--- src/rtl/display_pkg.sv ---
// Shared definitions for the display reader: 7-segment patterns (bit6=a .. bit0=g,
// active-high), the invalid-digit marker, the reader FSM states and the helper that
// turns three BCD digits into a count of seconds.
package display_pkg;

   localparam logic [6:0] SEG_0 = 7'b1111110;
   localparam logic [6:0] SEG_1 = 7'b0110000;
   localparam logic [6:0] SEG_2 = 7'b1101101;
   localparam logic [6:0] SEG_3 = 7'b1111001;
   localparam logic [6:0] SEG_4 = 7'b0110011;
   localparam logic [6:0] SEG_5 = 7'b1011011;
   localparam logic [6:0] SEG_6 = 7'b1011111;
   localparam logic [6:0] SEG_7 = 7'b1110000;
   localparam logic [6:0] SEG_8 = 7'b1111111;
   localparam logic [6:0] SEG_9 = 7'b1111011;

   localparam logic [3:0] BCD_INVALID = 4'hF;

   typedef enum logic {SETTLE, PRESENT} state_e;

   // Minutes*60 + tens*10 + seconds in 10 bits. Only meaningful for legal digits;
   // callers mask the result when any digit is invalid.
   function automatic logic [9:0] total_seg(input logic [3:0] min_bcd,
                                            input logic [3:0] dez_bcd,
                                            input logic [3:0] seg_bcd);
      logic [9:0] min_part;
      logic [9:0] dez_part;
      min_part = {6'd0, min_bcd} * 10'd60;
      dez_part = {6'd0, dez_bcd} * 10'd10;
      return min_part + dez_part + {6'd0, seg_bcd};
   endfunction

endpackage

--- src/rtl/seg_para_bcd.sv ---
// Combinational 7-segment to BCD decoder.
//   seg_i   : segment pattern, bit6=a .. bit0=g, active-high
//   bcd_o   : decoded digit, BCD_INVALID for any non-digit pattern (including blank)
//   valid_o : 1 when seg_i is one of the ten legal digit patterns
module seg_para_bcd
   import display_pkg::*;
(
   input  logic [6:0] seg_i,
   output logic [3:0] bcd_o,
   output logic       valid_o
);

   always_comb begin
      bcd_o   = BCD_INVALID;
      valid_o = 1'b0;
      unique case (seg_i)
         SEG_0: begin bcd_o = 4'd0; valid_o = 1'b1; end
         SEG_1: begin bcd_o = 4'd1; valid_o = 1'b1; end
         SEG_2: begin bcd_o = 4'd2; valid_o = 1'b1; end
         SEG_3: begin bcd_o = 4'd3; valid_o = 1'b1; end
         SEG_4: begin bcd_o = 4'd4; valid_o = 1'b1; end
         SEG_5: begin bcd_o = 4'd5; valid_o = 1'b1; end
         SEG_6: begin bcd_o = 4'd6; valid_o = 1'b1; end
         SEG_7: begin bcd_o = 4'd7; valid_o = 1'b1; end
         SEG_8: begin bcd_o = 4'd8; valid_o = 1'b1; end
         SEG_9: begin bcd_o = 4'd9; valid_o = 1'b1; end
         default: begin
            bcd_o   = BCD_INVALID;
            valid_o = 1'b0;
         end
      endcase
   end

endmodule

--- src/rtl/leitor_display.sv ---
// Reads the timer's three 7-segment digits back into BCD.
//   clk, rst_n       : clock and synchronous active-low reset
//   InMinutos        : minutes segments
//   InDezena         : tens-of-seconds segments
//   InSegundos       : seconds segments
//   Minutos/DezenaSeg/Segundos : decoded digits (4'hF where invalid)
//   TotalSeg         : total seconds, 0 when out_err is set
//   out_err          : a digit is invalid or the tens digit exceeds MAX_DEZENA
//   out_valid/out_ready : one-shot handshake per newly settled pattern
// The 21-bit input must repeat for STABLE_CYCLES consecutive edges before it is decoded,
// and a settled pattern is only delivered when it differs from the last delivered one.
module leitor_display
   import display_pkg::*;
#(
   parameter int unsigned STABLE_CYCLES = 4,
   parameter int unsigned MAX_DEZENA    = 5
) (
   input  logic       clk,
   input  logic       rst_n,
   input  logic [6:0] InMinutos,
   input  logic [6:0] InDezena,
   input  logic [6:0] InSegundos,
   output logic [3:0] Minutos,
   output logic [3:0] DezenaSeg,
   output logic [3:0] Segundos,
   output logic [9:0] TotalSeg,
   output logic       out_err,
   output logic       out_valid,
   input  logic       out_ready
);

   localparam int unsigned    CntW   = $clog2(STABLE_CYCLES + 1);
   localparam logic [CntW-1:0] CntMax = CntW'(STABLE_CYCLES);
   localparam logic [3:0]     DezMax = 4'(MAX_DEZENA);

   logic [20:0]     in_w;
   logic [20:0]     sample_q, sample_d;
   logic [CntW-1:0] stab_cnt_q, stab_cnt_d;
   logic [20:0]     last_q, last_d;
   logic            first_q, first_d;
   state_e          state_q, state_d;

   logic [3:0]      min_q, min_d;
   logic [3:0]      dez_q, dez_d;
   logic [3:0]      seg_q, seg_d;
   logic [9:0]      total_q, total_d;
   logic            err_q, err_d;
   logic            valid_q, valid_d;

   logic [3:0]      min_bcd, dez_bcd, seg_bcd;
   logic            min_ok, dez_ok, seg_ok;
   logic            err_w;
   logic [9:0]      total_w;
   logic            emit_w;

   assign in_w = {InMinutos, InDezena, InSegundos};

   // Decoders look at the registered sample, which is what the stability count refers to.
   seg_para_bcd u_dec_min (
      .seg_i   (sample_q[20:14]),
      .bcd_o   (min_bcd),
      .valid_o (min_ok)
   );

   seg_para_bcd u_dec_dez (
      .seg_i   (sample_q[13:7]),
      .bcd_o   (dez_bcd),
      .valid_o (dez_ok)
   );

   seg_para_bcd u_dec_seg (
      .seg_i   (sample_q[6:0]),
      .bcd_o   (seg_bcd),
      .valid_o (seg_ok)
   );

   always_comb begin
      err_w   = ~(min_ok & dez_ok & seg_ok) | (dez_bcd > DezMax);
      total_w = err_w ? 10'd0 : total_seg(min_bcd, dez_bcd, seg_bcd);
   end

   // Stability filter: runs in every state so a pattern can settle while a result is
   // still waiting for its handshake.
   always_comb begin
      sample_d   = in_w;
      stab_cnt_d = '0;
      if (in_w == sample_q) begin
         stab_cnt_d = (stab_cnt_q == CntMax) ? CntMax : stab_cnt_q + CntW'(1);
      end
   end

   assign emit_w = (stab_cnt_q == CntMax) && (first_q || (sample_q != last_q));

   always_comb begin
      state_d = state_q;
      last_d  = last_q;
      first_d = first_q;
      min_d   = min_q;
      dez_d   = dez_q;
      seg_d   = seg_q;
      total_d = total_q;
      err_d   = err_q;
      valid_d = valid_q;
      unique case (state_q)
         SETTLE: begin
            if (emit_w) begin
               min_d   = min_bcd;
               dez_d   = dez_bcd;
               seg_d   = seg_bcd;
               total_d = total_w;
               err_d   = err_w;
               last_d  = sample_q;
               first_d = 1'b0;
               valid_d = 1'b1;
               state_d = PRESENT;
            end
         end
         PRESENT: begin
            if (valid_q && out_ready) begin
               valid_d = 1'b0;
               state_d = SETTLE;
            end
         end
      endcase
   end

   always_ff @(posedge clk) begin
      if (!rst_n) begin
         sample_q   <= '0;
         stab_cnt_q <= '0;
         last_q     <= '0;
         first_q    <= 1'b1;
         state_q    <= SETTLE;
         min_q      <= '0;
         dez_q      <= '0;
         seg_q      <= '0;
         total_q    <= '0;
         err_q      <= 1'b0;
         valid_q    <= 1'b0;
      end else begin
         sample_q   <= sample_d;
         stab_cnt_q <= stab_cnt_d;
         last_q     <= last_d;
         first_q    <= first_d;
         state_q    <= state_d;
         min_q      <= min_d;
         dez_q      <= dez_d;
         seg_q      <= seg_d;
         total_q    <= total_d;
         err_q      <= err_d;
         valid_q    <= valid_d;
      end
   end

   assign Minutos   = min_q;
   assign DezenaSeg = dez_q;
   assign Segundos  = seg_q;
   assign TotalSeg  = total_q;
   assign out_err   = err_q;
   assign out_valid = valid_q;

endmodule

--- config.mk ---
export PLATFORM = sky130hd
export DESIGN_NAME = leitor_display
export DESIGN_NICKNAME = d
export VERILOG_FILES = /design/src/rtl/display_pkg.sv /design/src/rtl/seg_para_bcd.sv /design/src/rtl/leitor_display.sv
export SDC_FILE = /design/constraint.sdc
export NUM_CORES = 1
export LEC_CHECK = 0
export ABC_AREA = 0
export BUFFER_PORTS_ARGS = -buffer_cell sky130_fd_sc_hd__buf_2
export CAP_MARGIN = 0
export CORE_MARGIN = 1
export CORE_UTILIZATION = 55
export DETAILED_ROUTE_END_ITERATION = 8
export PLACE_DENSITY_LB_ADDON = 0.3
export SETUP_SLACK_MARGIN = 0.02
export SLEW_MARGIN = 10
export SYNTH_ARGS = -nofsm -noshare
export SYNTH_HDL_FRONTEND = slang
export SYNTH_HIERARCHICAL = 1
export SYNTH_SLANG_ARGS = --single-unit
export TNS_END_PERCENT = 100
--- constraint.sdc ---
create_clock -name clk -period 9.12 [get_ports clk]
set_input_delay 0.912 -clock clk [delete_from_list [all_inputs] [get_ports clk]]
set_output_delay 0.912 -clock clk [all_outputs]
set_load 0.02 [all_outputs]
**Yosys cells after proc, flatten, opt, wreduce, memory -nomap -nowiden**

Cells that the tools add are included.
Widths: inputs -> output; s select.

- Equal/unequal tests: 35
- Order comparisons: 1
- Add/sub/neg operators: 3
- Bitwise gates (word level): 7
- Multipliers: 2
- Mux-type cells: 14
- Reductions and logical operators: 10

Operators with widths:

| kind | number |
|---|---|
| $eq 7x7->1 const B | 24 |
| $pmux 4 s10 | 3 |
| $eq 7x6->1 const B | 6 |
| $reduce_or 10->1 | 3 |
| $eq 21x21->1 | 1 |
| $ne 21x21->1 | 1 |
| $add 10x4->10 | 1 |
| $add 10x8->10 | 1 |
| $mux 10 | 1 |
| $mul 4x4->8 const B | 1 |
| $mul 4x3->7 const B | 1 |
| $mux 1 | 7 |
| $reduce_and 2->1 | 3 |
| $gt 4x3->1 const B | 1 |
| $not 1->1 | 4 |
| $pmux 1 s2 | 2 |
| $add 3x1->3 const B | 1 |
| $eq 3x3->1 const B | 1 |
| $mux 3 | 1 |
| $reduce_or 3->1 | 1 |
| $and 1x1->1 | 2 |
| $logic_and 1x1->1 | 2 |
| $ne 2x1->1 const B | 1 |
| $ne 2x2->1 const B | 1 |
| other kinds (2) | 2 |

- Word-level logic and storage cells: 84
- Bits in registers: 71
- Output and inout port bits: 24
- Input port bits: 24

**Longest topological paths before layout**

Gate-level depths: netlist (run 1).

- Depth in word-level cells: 8
- Mapped depth: 19
- Gate-level depth less buffers: 18

**Modules after synthesis**

Netlist (run 1), hierarchy kept.

Modules (own cells, without submodules):

| module | area each (µm²) | instances | seq. area each (µm²) | cells each |
|---|---|---|---|---|
| leitor_display | 3998.8 | 1 | 1421.4 | 432 |
| seg_para_bcd | 210.2 | 3 | 0.0 | 31 |

**Least setup slack after synthesis (run 1)**

Ideal clock, no wire load.

- Path type: register -> register
- From: register sample_q[19]
- To: register total_q[9], in the netlist TotalSeg[9]
- Setup slack: 4.362 ns
- Period minus slack after synthesis: 4.758 ns
- Cell stages (with the launch flop): 17
- Buffers on the path: 0
- Setup time: 0.137 ns
- Data arrival time: 4.621 ns
- Required time: 8.983 ns
- Path through: dfxtp_1 > or3b_1 > a2111oi_2 > a21o_2 > o21ai_0 > fa_1 > fa_1 > inv_1 > fa_1 > xnor2_1 > ha_1 > ha_1 > nand3_1 > o211ai_1 > o41ai_1 > xor2_1 > o221ai_1

- Elaborated cells between the ends (all ways): 25
- Classes of those cells: add/sub: 2; mul: 1; eq/ne: 11; mux: 3; bitwise: 4; reduce/logical: 4

RTL lines:

| element | RTL line | source |
|---|---|---|
| start: declaration | leitor_display.sv:37 | `logic [20:0] sample_q, sample_d;` |
| start signal: assignment | leitor_display.sv:141 | `sample_q <= sample_d;` |
| $eq 7x7->1 / $eq 7x6->1 (equally long branches) | seg_para_bcd.sv:16 | `unique case (seg_i)` |
| $pmux 4 s10 * | seg_para_bcd.sv:16 |  |
| via min_bcd[0] | leitor_display.sv:50 | `logic [3:0] min_bcd, dez_bcd, seg_bcd;` |
| $mul 4x4->8 * | display_pkg.sv:28 | `min_part = {6'd0, min_bcd} * 10'd60;` |
| $add 10x8->10 * | display_pkg.sv:30 | `return min_part + dez_part + {6'd0, seg_bcd};` |
| $add 10x4->10 * | display_pkg.sv:30 |  |
| $mux 10 * | leitor_display.sv:79 | `total_w = err_w ? 10'd0 : total_seg(min_bcd, dez_bcd, seg_bcd);` |
| end signal: assignment | leitor_display.sv:149 | `total_q <= total_d;` |
| end: declaration | leitor_display.sv:46 | `logic [9:0] total_q, total_d;` |

Mark *: on every way through the listed nets, which the timed path passes. The rest lies on a longest branch.
A chain may end at the register's enable or synchronous reset.

**Final worst setup path (run 1)**

Ends and elaborated chain as after synthesis.

==> results.md, run 1 <==
Run status:
- The run finished with clean final reports.

Clocking:
- Buffers added to address setup during post-CTS repair amount to 0.
- Once the clock tree was built, the resizer swapped 0 gates to a different size.
- The clock reaches the later pin of the worst-skew pair after 360 ps.
- The TritonCTS clock tree is built.
- The clock drives 71 sinks.
- Clock tree synthesis inserted a total of 9 buffers.
- The clock-pin slew on the worst setup and hold paths is 80 ps.
- For this design, the CTS-stage hold fixing added 0 buffers.
- The longest clock path from root to sink contains 2 buffers.
- The number of H-tree levels is 3.
- Clock tree synthesis selected as its root buffer the cell clkbuf_8.

Timing:
- The post-route clock period utilization is 0.5713.
- In the final timing run, aggregate negative setup slack is 0 ps.
- The normalized max-slew margin is 0.3637.
- Setup violations remaining at the end of the flow were counted as 0.
- Derived from the worst setup path, the maximum achievable clock frequency is 191.9 MHz.
- The actual slew at the worst max-slew pin is 950.9 ps.
- The clock arrives with 11.44 ps of skew.
- The final hold violation count is 0.
- The shortest clock period the worst path allows after layout is 5210 ps.
- Setup repair after global routing left no endpoint under its margin.
- The final max-slew violation count is 0.

Pwr:
- The cell-internal power is 0.0004754 W.
- After layout, the design draws a total of 0.0006763 W.
- The share of total power dissipated in the clock network is 0.340.
- The worst IR drop on VDD is 95.72 uV.
- The total power per unit cell area is 133.6 mW/mm^2.
- The switching power share of the total is 0.2970.
- The net load switching power is 0.0002009 W.
- The share of total power dissipated in sequential elements is 0.488.
- Of the total power, combinational logic draws 0.172.
- Summed over all cells, the static leakage comes to 2.167 nW.

Detailed routing:
- The final route contains 3721 vias.
- For this block, the routed nets add up to 9.662 mm of wire.
- Using the TritonRoute via totals, the vias-per-cell ratio works out to 5.521.
- The DRC violation count after routing is 0.
- The number of detailed-route iterations in the first pass is 4.
- The detailed router finished its first iteration with 205 violations.
- The residual antenna-violating net count after detailed routing is 0.
- The routed length per placed instance is 14.34 um.

Global routing:
- The initial antenna violation count is 0.
- The maximum number of pins on one net before global-route repair is 100.
- The global routing usage summed across all routing layers is 0.2327.
- The number of global-route vias before repair is 3455.
- The total overflow reported by the global router is 0.
- The first-pass GRT wire length is 15.95 mm.

Critical path:
- The start point of the critical path is sample_q[19].
- The number of cell instances on the worst register-to-register path is 16.
- Counting stages on the worst path, the most repeated cell is fa_1.
- The category of the worst setup path launch point is a register.
- The slowest stage of the critical path belongs to the cell fa_1.
- STA classifies the critical path endpoint as a register.
- Traced cell by cell, the critical path runs through or3b_1 > a2111oi_2 > a21o_2 > o21ai_0 > fa_1 > fa_1 > inv_1 > fa_1 > xnor2_1 > ha_1 > ha_1 > nand3_1 > o211ai_1 > o41ai_1 > xor2_1 > o221ai_1.
- The peak fanout along the critical path is 11.
- The maximum single-stage delay on the critical path is 600 ps.
- The startpoint identified for the worst register-to-register timing path is sample_q[19].
- For the worst setup path, the data arrival time is 5400 ps.
- The setup path with the least slack is of type register to register.
- The required time reported for the critical path endpoint is 9310 ps.

Job:
- The number of max-cap violations is 0.

Yosys:
- The share of synthesized area in the top cell type comes to 0.3070.
- The leading register cell type out of synthesis is dfxtp_1.
- The proportion of synthesized flip-flops having asynchronous set or reset is 0.
- Synthesis instantiated 51 different standard cells from the library.
- The count of mapped cells out of synthesis is 525.
- The synthesized design contains 0 enable-type register cells.
- The average cell area after synthesis is 8.818 sq um.
- During synthesis, Yosys emitted a total of 6 warnings.
- By area the synthesized netlist is led by dfxtp_1 31%, ha_1 7.8%, mux2i_1 7.8%.
- The synthesized design contains 71 register bits.
- Counting every net in the synthesized netlist gives 587.
- The share of the Yosys chip area taken by registers is 0.3070.
- The top cell type by total area after synthesis is dfxtp_1.
- In the synthesized netlist, the cells that appear most often are 78 x nand2_1, 71 x dfxtp_1, 36 x mux2i_1.
- The synthesized netlist occupies a cell area of 0.004629 sq mm.
- The most repeated cell in the gate-level netlist after synthesis is nand2_1.

Placed design:
- The congestion estimate from routability-driven global placement came to 0.8478.
- The post-DP HPWL is 7.144 mm.
- Including well taps, the total number of placed cells is 658.
- The port buffer count is 47.

Floorplan:
- The initial utilization of the core area, before any placement, comes to 0.5663.
- The total die area is 0.008788 sq mm.
- The die outline height is 93.75 um.
- The core box area is 0.008175 sq mm.
- The number of cell rows is 33.
- The number of primary I/O pins is 48.
- The die is 93.75 um wide.

Final layout:
- From synthesis to final layout, the design area changed by 9.324%.
- The net count reported at finish is 626.
- In the final layout, the multi-input gates occupy 0.002955 sq mm.
- Of the cells placed in the final design, the portion with a size suffix greater than 1 is 0.1388.
- The number of fill cells in the layout is 711.
- 0 antenna diodes ended up in the layout.
- The area occupied by registers is 0.001421 sq mm.
- The count of non-filler cells in the finished layout is 674.

Hold path:
- The critical hold path startpoint is stab_cnt_q[0].
- The hold path depth is 1.
- In this run the worst hold path is classified as register to register.
==> routing by layer <==
metal	GRT usage	routed length, um	vias up
met2	0.3741	4493	86
met1	0.3008	4510	1727
met3	0.04450	385	17
met4	0.1051	274	0
li1	-	-	1891
met5	0	0	-
==> registers in the layout, indices dropped and copies added (netlist names) <==
name,count
first_q,1
TotalSeg,10
stab_cnt_q,3
Segundos,4
state_q,1
out_err,1
DezenaSeg,4
last_q,21
out_valid,1
Minutos,4
sample_q,21
==> logic make-up after synthesis <==
kind of cell | synth area share
AOI/OAI and AO/OA | 0.1330
xor gates and xnor gates | 0.1041
buffers and inverters | 0.05459
and+or+nand+nor | 0.2062
adders and majority gates | 0.1173
DFF | 0.3070
muxes | 0.07784
==> power groups by stage <==
stage          sequential, W  combinational (W)  clock (W)
6_report            0.000330           0.000117   0.000230
5_1_grt             0.000332           0.000131   0.000249
4_1_cts             0.000330           0.000117   0.000233
3_5_place_dp        0.000337           0.000116          0
3_3_place_gp        0.000336           0.000112          0
2_1_floorplan       0.000332          0.0000925          0
==> cells in the final DEF (no fill, tap or decap), types with 15 or more instances in the layout <==
master	count
nor2_1	15
mux2i_1	36
nand2_1	78
buf_2	47
and2_1	25
ha_1	29
dfxtp_1	71
xor2_1	25
xnor2_1	30
inv_1	34
==> worst paths after layout <==
kind | to | slack, ps
worst max-delay path | TotalSeg[9] | 3910
worst min-delay path | stab_cnt_q[0] | 450
worst max register to register | TotalSeg[9] | 3910
worst min register to register | stab_cnt_q[0] | 450
==> layout make-up <==
cell class	count	area share
multi-input combinational	399	0.5839
clock buffer	11	0.02794
clock inverter	5	0.006675
timing repair buffer	49	0.04944
inverter	34	0.02522
sequential	71	0.2808
tap	105	0.02596
==> critical path: cells and delay by family, from the launching register on <==
kind	cells	cell delay, ps
compound gates	6	1410
simple gates	2	520
buf+inv	1	50
xor+xnor	2	340
fa+ha+maj	5	2180
flops	1	540
==> per-stage QoR <==
stage | util | area [sq um] | hold slack (ps) | worst slack, ps
final | 0.6191 | 5061 | 450.4 | 3910
after global routing | 0.6191 | 5061 | 476.1 | 3555
after CTS | 0.6191 | 5061 | 452.8 | 3903
after detailed placement | 0.5976 | 4886 | 442.0 | 3917
after global placement | 0.5976 | 4886 | 428.7 | 4144
after floorplan | - | 4629 | 417.3 | 4362
Power figures use the tool's default switching activity.
==> run 2, diff against run 1 <==
clock period = 5 ns   (was 9.12 ns; I/O delays follow)
==> run 2 against run 1 <==
  * Wire length up 5.4%
  * Critical path depth unchanged
  * Sequential share of layout area down 0.62 points
  * Combinational power up 100%
  * Worst hold slack worse by 71 ps
  * First-iteration DRC count down 18%
  * Register-to-register slack worse by 3700 ps
  * Critical path type unchanged
  * Largest cell class unchanged
  * Largest power group unchanged
==> results.md, run 2 (synthesis gave the netlist of run 1 again) <==
Run status:
- The run finished with clean final reports.

Critical path:
- The category of the worst setup path launch point is a register.
- The required time reported for the critical path endpoint is 5190 ps (-4120 ps).
- The worst setup path category is register to register.
- Walking the worst path, the cells encountered are or3b_4 > a2111oi_4 > a21o_2 > o21ai_1 > fa_1 > fa_1 > inv_1 > fa_1 > xnor2_1 > ha_1 > ha_4 > nand3_1 > o211ai_1 > o41ai_2 > xor2_1 > o221ai_1.
- STA classifies the critical path endpoint as a register.
- The maximum single-stage delay on the critical path came to 520 ps (-80 ps).
- The cell at the slowest stage of the critical path is fa_1.
- The peak fanout along the critical path is 10 (-1).
- The critical path arrival is 4950 ps (-450 ps).
- Among the stages of the critical path, the cell type that occurs most often is fa_1.

Final layout:
- The library cells used most frequently in the layout, excluding fill and tap cells, are 78 x nand2_1, 68 x dfxtp_1, 47 x buf_2, 36 x mux2i_1, 34 x inv_1.
- The share of final-layout standard cells stronger than drive strength 1 is 0.1585 (+0.01970).
- The number of antenna diodes is 0 (unchanged).
- The most frequent standard cell in the layout excluding fill and tap cells is nand2_1.
- The number of fill cells in the layout is 701 (-1.4%).
- The net count reported at finish is 631 (+0.80%).
- The post-synthesis to final-layout area growth is 12.27%.

Detailed routing:
- The total length of routed wires is 10.19 mm (+5.4%).
- The detailed-route vias per instance is 5.672 (+2.7%).
- The total vias in the final route is 3851 (+3.5%).
- The residual antenna-violating net count after detailed routing was 0 (unchanged).
- The DRC violation count after routing is 0 (unchanged).
- The DRC violation total after the first TritonRoute iteration was 169 (-18%).
- The number of detailed-route iterations in the first pass is 4 (unchanged).
- The routed length per placed instance was 15.00 um (+4.7%).

Pwr:
- The switching power share of the total is 0.2822 (-0.01483).
- The part of the total power dissipated in combinational logic is 0.173 (about the same).
- The net load switching power is 0.0003817 W (+90%).
- The cell-internal power is 0.0009708 W (+100%).
- The sequential group share of total power came to 0.444 (-0.044).
- The worst IR drop on VDD is 161.7 uV (+69%).
- The static leakage is 2.211 nW (+2.0%).
- The total power per unit cell area was 260.2 mW/mm^2 (+95%).
- The fraction of power consumed by the clock network is 0.383 (+0.043).

Clocking:
- The number of H-tree levels was 3 (unchanged).
- The clock buffer count from CTS is 9 (unchanged).
- The maximum buffer depth of the clock tree came to 2 (unchanged).
- The cts-stage hold buffer count is 0 (unchanged).
- The CTS root buffer is clkbuf_8.
- TritonCTS built the clock tree.
- The clock-pin slew on the worst setup and hold paths is 90 ps (about the same).
- The setup fix buffers added after clock tree synthesis is 0 (unchanged).
- The clock insertion delay at the later pin of the skew report is 350 ps (about the same).
- The TritonCTS sink count is 71 (unchanged).

Global routing:
- The maximum number of pins on one net before global-route repair came to 99 (-1.0%).
- The total overflow reported by the global router is 0 (unchanged).
- The initial antenna violation count is 0 (unchanged).
- The first-pass GRT wire length was 16.66 mm (+4.5%).
- The global routing usage summed across all routing layers is 0.2411 (+0.008474).
- The number of global-route vias before repair is 3618 (+4.7%).

Timing:
- The final max-slew violation count is 0 (unchanged).
- The normalized max-slew margin is 0.3613 (-0.002376).
- The worst clock skew on the final layout is 13.10 ps (+1.652 ps).
- The final hold violation count is 0 (unchanged).
- The post-route clock period utilization is 0.9527 (+0.3815).
- The post-route setup TNS is 0 ps (unchanged).
- The number of endpoints failing setup at the final stage is 0 (unchanged).
- Setup repair after global routing left no endpoint under its margin.
- The shortest clock period the worst path allows after layout is 4764 ps (-446.1 ps).
- The actual slew at the worst max-slew pin is 954.5 ps (+3.550 ps).
- The highest clock rate came to 209.9 MHz (+9.4%).
- The worst slack on hold paths was 379.3 ps (-71.08 ps).

Placed design:
- The post-DP HPWL was 7.288 mm (+2.0%).
- The placer congestion estimate is 0.8695 (+2.6%).
- The port buffer count is 47 (unchanged).

Floorplan:
- The x dimension of the die is 93.75 um (unchanged).
- The die outline height is 93.75 um (unchanged).
- The number of cell rows was 33 (unchanged).
- The core box area is 0.008175 sq mm (unchanged).
- The number of primary I/O pins came to 48 (unchanged).
- The total die area was 0.008788 sq mm (unchanged).
- The effective utilization at floorplan came to 0.5663 (unchanged).

Job:
- The number of max-cap violations is 0 (unchanged).

Hold path:
- The path category of the worst min-delay check is input pin to register.
-- run 2: changes by cell type in the layout (fill, tap and decap cells not counted), moves of 2 or more --
cell,change
ha_4,+2
clkinv_2,-2
dfxtp_2,+2
buf_4,+5
bufinv_16,+2
dfxtp_1,-3
ha_1,-2
-- run 2: worst paths after layout --
check / start / end / slack, ps / cells after the start
worst max-delay path: sample_q[17] / TotalSeg[9] / 240 / 16
worst min-delay path: InSegundos[1] / sample_q[1] / 380 / 2
worst max register to register: sample_q[17] / TotalSeg[9] / 240 / 16
worst min register to register: TotalSeg[6] / TotalSeg[6] / 450 / 2
-- run 2: stage by stage --
| stage | instance area [sq um] | power (W) | std cells | worst slack (ps) | util |
|---|---|---|---|---|---|
| 2_1_floorplan | 4629 | 0.0007741 | 525 | 241.7 | - |
| 3_3_place_gp | 4923 | 0.0008196 | 663 | 247.7 | 0.6022 |
| 3_5_place_dp | 4923 | 0.0008294 | 663 | 19.60 | 0.6022 |
| 4_1_cts | 5151 | 0.001345 | 679 | 78.87 | 0.6301 |
| 5_1_grt | 5197 | 0.001412 | 679 | 1.258 | 0.6358 |
| 6_report | 5197 | 0.001352 | 679 | 236.3 | 0.6358 |
-- run 2: cell type report --
class,count,area (sq um),area share
Clock buffer,10,127.6,0.02455
Inverter,34,127.6,0.02455
Multi-Input combinational cell,399,3003,0.5778
Clock inverter,6,92.59,0.01781
Timing Repair Buffer,54,287.8,0.05537
Tap cell,105,131.4,0.02528
Sequential cell,71,1428,0.2747
-- run 2: power groups by stage --
stage | combinational, W | sequential (W) | clock, W
floorplan | 0.000169 | 0.000606 | 0
global placement | 0.000208 | 0.000612 | 0
detailed placement | 0.000216 | 0.000613 | 0
CTS | 0.000222 | 0.000600 | 0.000523
global route | 0.000263 | 0.000603 | 0.000546
finish | 0.000234 | 0.000601 | 0.000518
-- run 2: worst max-delay path, delay by kind of cell, from the launching register on --
kind | cells | cell delay [ps]
AO/OA/AOI/OAI | 6 | 1280
adder cells (fa/ha/maj) | 5 | 2040
XOR/XNOR | 2 | 330
AND/OR/NAND/NOR | 2 | 510
buffers and inverters | 1 | 50
flip-flops | 1 | 390
-- run 2: what timing repair did --
action | CTS | global route
cloned | 0 | 0
pin swaps | 0 | 3
setup endpoints to repair | 1 | 3
resized for setup | 1 | 9
-- run 2: metal layers --
layer | vias up | track usage | part of all wire
met5 | - | 0 | 0
met4 | 0 | 0.1205 | 0.025
met3 | 19 | 0.04207 | 0.042
met2 | 113 | 0.3996 | 0.48
met1 | 1804 | 0.2999 | 0.46
li1 | 1915 | - | -
==> run 3, diff against run 2 <==
CTS_BUF_LIST = sky130_fd_sc_hd__clkbuf_8   (was not set)
==> run 3 against run 2 <==
  * Via count down 0.31%
  * Critical path depth unchanged
  * Largest cell class unchanged
  * Clock skew unchanged
  * Wire length rose by 0.15%
  * Largest power group unchanged
  * Highest routed layer unchanged
  * Sequential cell count stayed put
==> results.md, run 3 (synthesis gave the netlist of run 1 again) <==
Floorplan:
- The effective utilization at floorplan is 0.5663 (unchanged).
- The die outline height was 93.75 um (unchanged).
- The core box area is 0.008175 sq mm (unchanged).
- The number of primary I/O pins came to 48 (unchanged).
- The number of cell rows is 33 (unchanged).
- The total die area is 0.008788 sq mm (unchanged).
- The x dimension of the die is 93.75 um (unchanged).

Critical path:
- The peak fanout along the critical path is 10 (unchanged).
- The worst setup path category is register to register.
- The category of the worst setup path launch point is a register.
- The critical path arrival is 4950 ps (about the same).
- The required time reported for the critical path endpoint came to 5190 ps (about the same).
- The kind of end point of the critical path is a register.

Detailed routing:
- The number of detailed-route iterations in the first pass came to 5 (+1).
- The total vias in the final route is 3839 (-0.31%).
- The detailed-route vias per instance is 5.654 (-0.31%).
- The routed length per placed instance is 15.03 um (+0.15%).
- The DRC violation count after routing came to 0 (unchanged).
- The total length of routed wires was 10.20 mm (+0.15%).
- The DRC violation total after the first TritonRoute iteration is 167 (-1.2%).
- The residual antenna-violating net count after detailed routing was 0 (unchanged).

Placed design:
- The cell area after placement is 0.004923 sq mm (unchanged).
- The placer congestion estimate is 0.8695 (unchanged).
- The port buffer count came to 47 (unchanged).
- The number of cells in the design after placement is 663 (unchanged).
- The post-DP HPWL is 7.288 mm (unchanged).

Job:
- The number of max-cap violations is 0 (unchanged).

Global routing:
- In this run the most used layer during global routing was met2.
- The number of global-route vias before repair is 3618 (unchanged).
- The met2 track demand over resource is 0.3996 (unchanged).
- The met1 track demand over resource in global routing was 0.2999 (unchanged).
- The initial antenna violation count was 0 (unchanged).
- The total overflow reported by the global router is 0 (unchanged).
- The global routing usage summed across all routing layers is 0.2411 (unchanged).
- The met3 global-route usage is 0.04207 (unchanged).
- The maximum number of pins on one net before global-route repair is 99 (unchanged).
- The first-pass GRT wire length came to 16.66 mm (unchanged).

Clocking:
- The setup fix buffers added after clock tree synthesis is 0 (unchanged).
- The clock buffer count from CTS came to 9 (unchanged).
- The TritonCTS sink count was 71 (unchanged).
- The maximum buffer depth of the clock tree is 2 (unchanged).
- The clock-pin slew on the worst setup and hold paths came to 90 ps (about the same).
- The cell sitting at the root of the clock tree is a clkbuf_8.
- The number of H-tree levels is 3 (unchanged).
- The clock insertion delay at the later pin of the skew report was 350 ps (about the same).
- The TritonCTS clock tree is built.

Pwr:
- The static leakage came to 2.215 nW (+0.19%).
- The worst IR drop on VDD was 161.8 uV (about the same).
- The total power per unit cell area is 260.0 mW/mm^2 (about the same).

Timing:
- The worst clock skew on the final layout is 13.10 ps (unchanged).
- The number of endpoints failing setup at the final stage is 0 (unchanged).
- The actual slew at the worst max-slew pin is 952.3 ps (-2.156 ps).
- The final max-slew violation count came to 0 (unchanged).
- Setup repair after global routing left no endpoint under its margin.
- The post-route clock period utilization came to 0.9522 (about the same).
- The shortest clock period the worst path allows after layout came to 4761 ps (-2.729 ps).
- The post-route setup TNS is 0 ps (unchanged).
- The highest clock rate came to 210.0 MHz (about the same).
- The normalized max-slew margin was 0.3628 (+0.001443).
- The final hold violation count is 0 (unchanged).

Hold path:
- The path category of the worst min-delay check is input pin to register.

Final layout:
- The net count reported at finish is 631 (unchanged).
- The share of final-layout standard cells stronger than drive strength 1 is 0.1585 (unchanged).
- The post-synthesis to final-layout area growth is 12.27% (unchanged).
- The cell area after layout was 0.005197 sq mm (unchanged).
- The number of antenna diodes is 0 (unchanged).
- The count of non-filler cells in the finished layout is 679 (unchanged).
- In the layout the commonest cells are 78 x nand2_1, 68 x dfxtp_1, 47 x buf_2, 36 x mux2i_1, 35 x inv_1.
- The most frequent standard cell in the layout excluding fill and tap cells is nand2_1.

Run status:
- The run finished with clean final reports.
-- run 3: cell types whose count changed in the layout (fill, tap and decap cells not counted) --
| cell | delta |
|---|---|
| inv_1 | +1 |
| clkbuf_1 | -1 |
-- run 3: metrics by stage --
step | hold WS, ps | power, W | util | setup WS (ps)
floorplan | 417.3 | 0.0007741 | - | 241.7
global placement | 432.3 | 0.0008196 | 0.6022 | 247.7
detailed placement | 442.3 | 0.0008294 | 0.6022 | 19.60
CTS | 374.0 | 0.001343 | 0.6301 | 78.87
global route | 373.3 | 0.001410 | 0.6358 | 1.258
finish | 378.6 | 0.001351 | 0.6358 | 239.0
-- run 3: cell type report --
class / count / area, sq um
multi-input cells: 399 / 3003
fillers: 701 / 2978
flip-flops and latches: 71 / 1428
clock inverters: 7 / 96.34
well taps: 105 / 131.4
inverters: 34 / 127.6
clock buffers: 9 / 123.9
repair buffers: 54 / 287.8
-- run 3: report_power, final --
group | switching (W) | internal [W]
registers | 0.0000265 | 0.000574
clock network | 0.000235 | 0.000282
logic | 0.000122 | 0.000113
-- run 3: routing by layer --
layer  share of wire  routed length, um  vias to the layer above
met5               0                  0                        -
met4           0.025                255                        0
met1            0.46               4699                     1795
met3           0.041                422                       19
met2            0.47               4824                      111
li1                -                  -                     1914
-- run 3: final timing paths --
kind	cells past startpoint	to	from	slack [ps]
setup / recovery	16	TotalSeg[9]	sample_q[17]	240
hold / removal	2	sample_q[1]	InSegundos[1]	380
setup reg to reg	16	TotalSeg[9]	sample_q[17]	240
hold reg to reg	2	TotalSeg[6]	TotalSeg[6]	450
-- run 3: worst max-delay path: stages, from the launching register on --
cell and delay [ps]:
dfxtp_4 390, or3b_4 410, a2111oi_4 370, a21o_2 160, o21ai_1 110, fa_1 510, fa_1 520, inv_1 50
fa_1 400, xnor2_1 150, ha_1 330, ha_4 280, nand3_1 100, o211ai_1 150, o41ai_2 360, xor2_1 180
o221ai_1 130
-- run 3: timing repair --
action	in CTS	in global routing
pin swaps	0	3
resized for setup	1	9
endpoints found under the setup margin	1	3
hold endpoints to repair	0	0
hold buffers	0	0
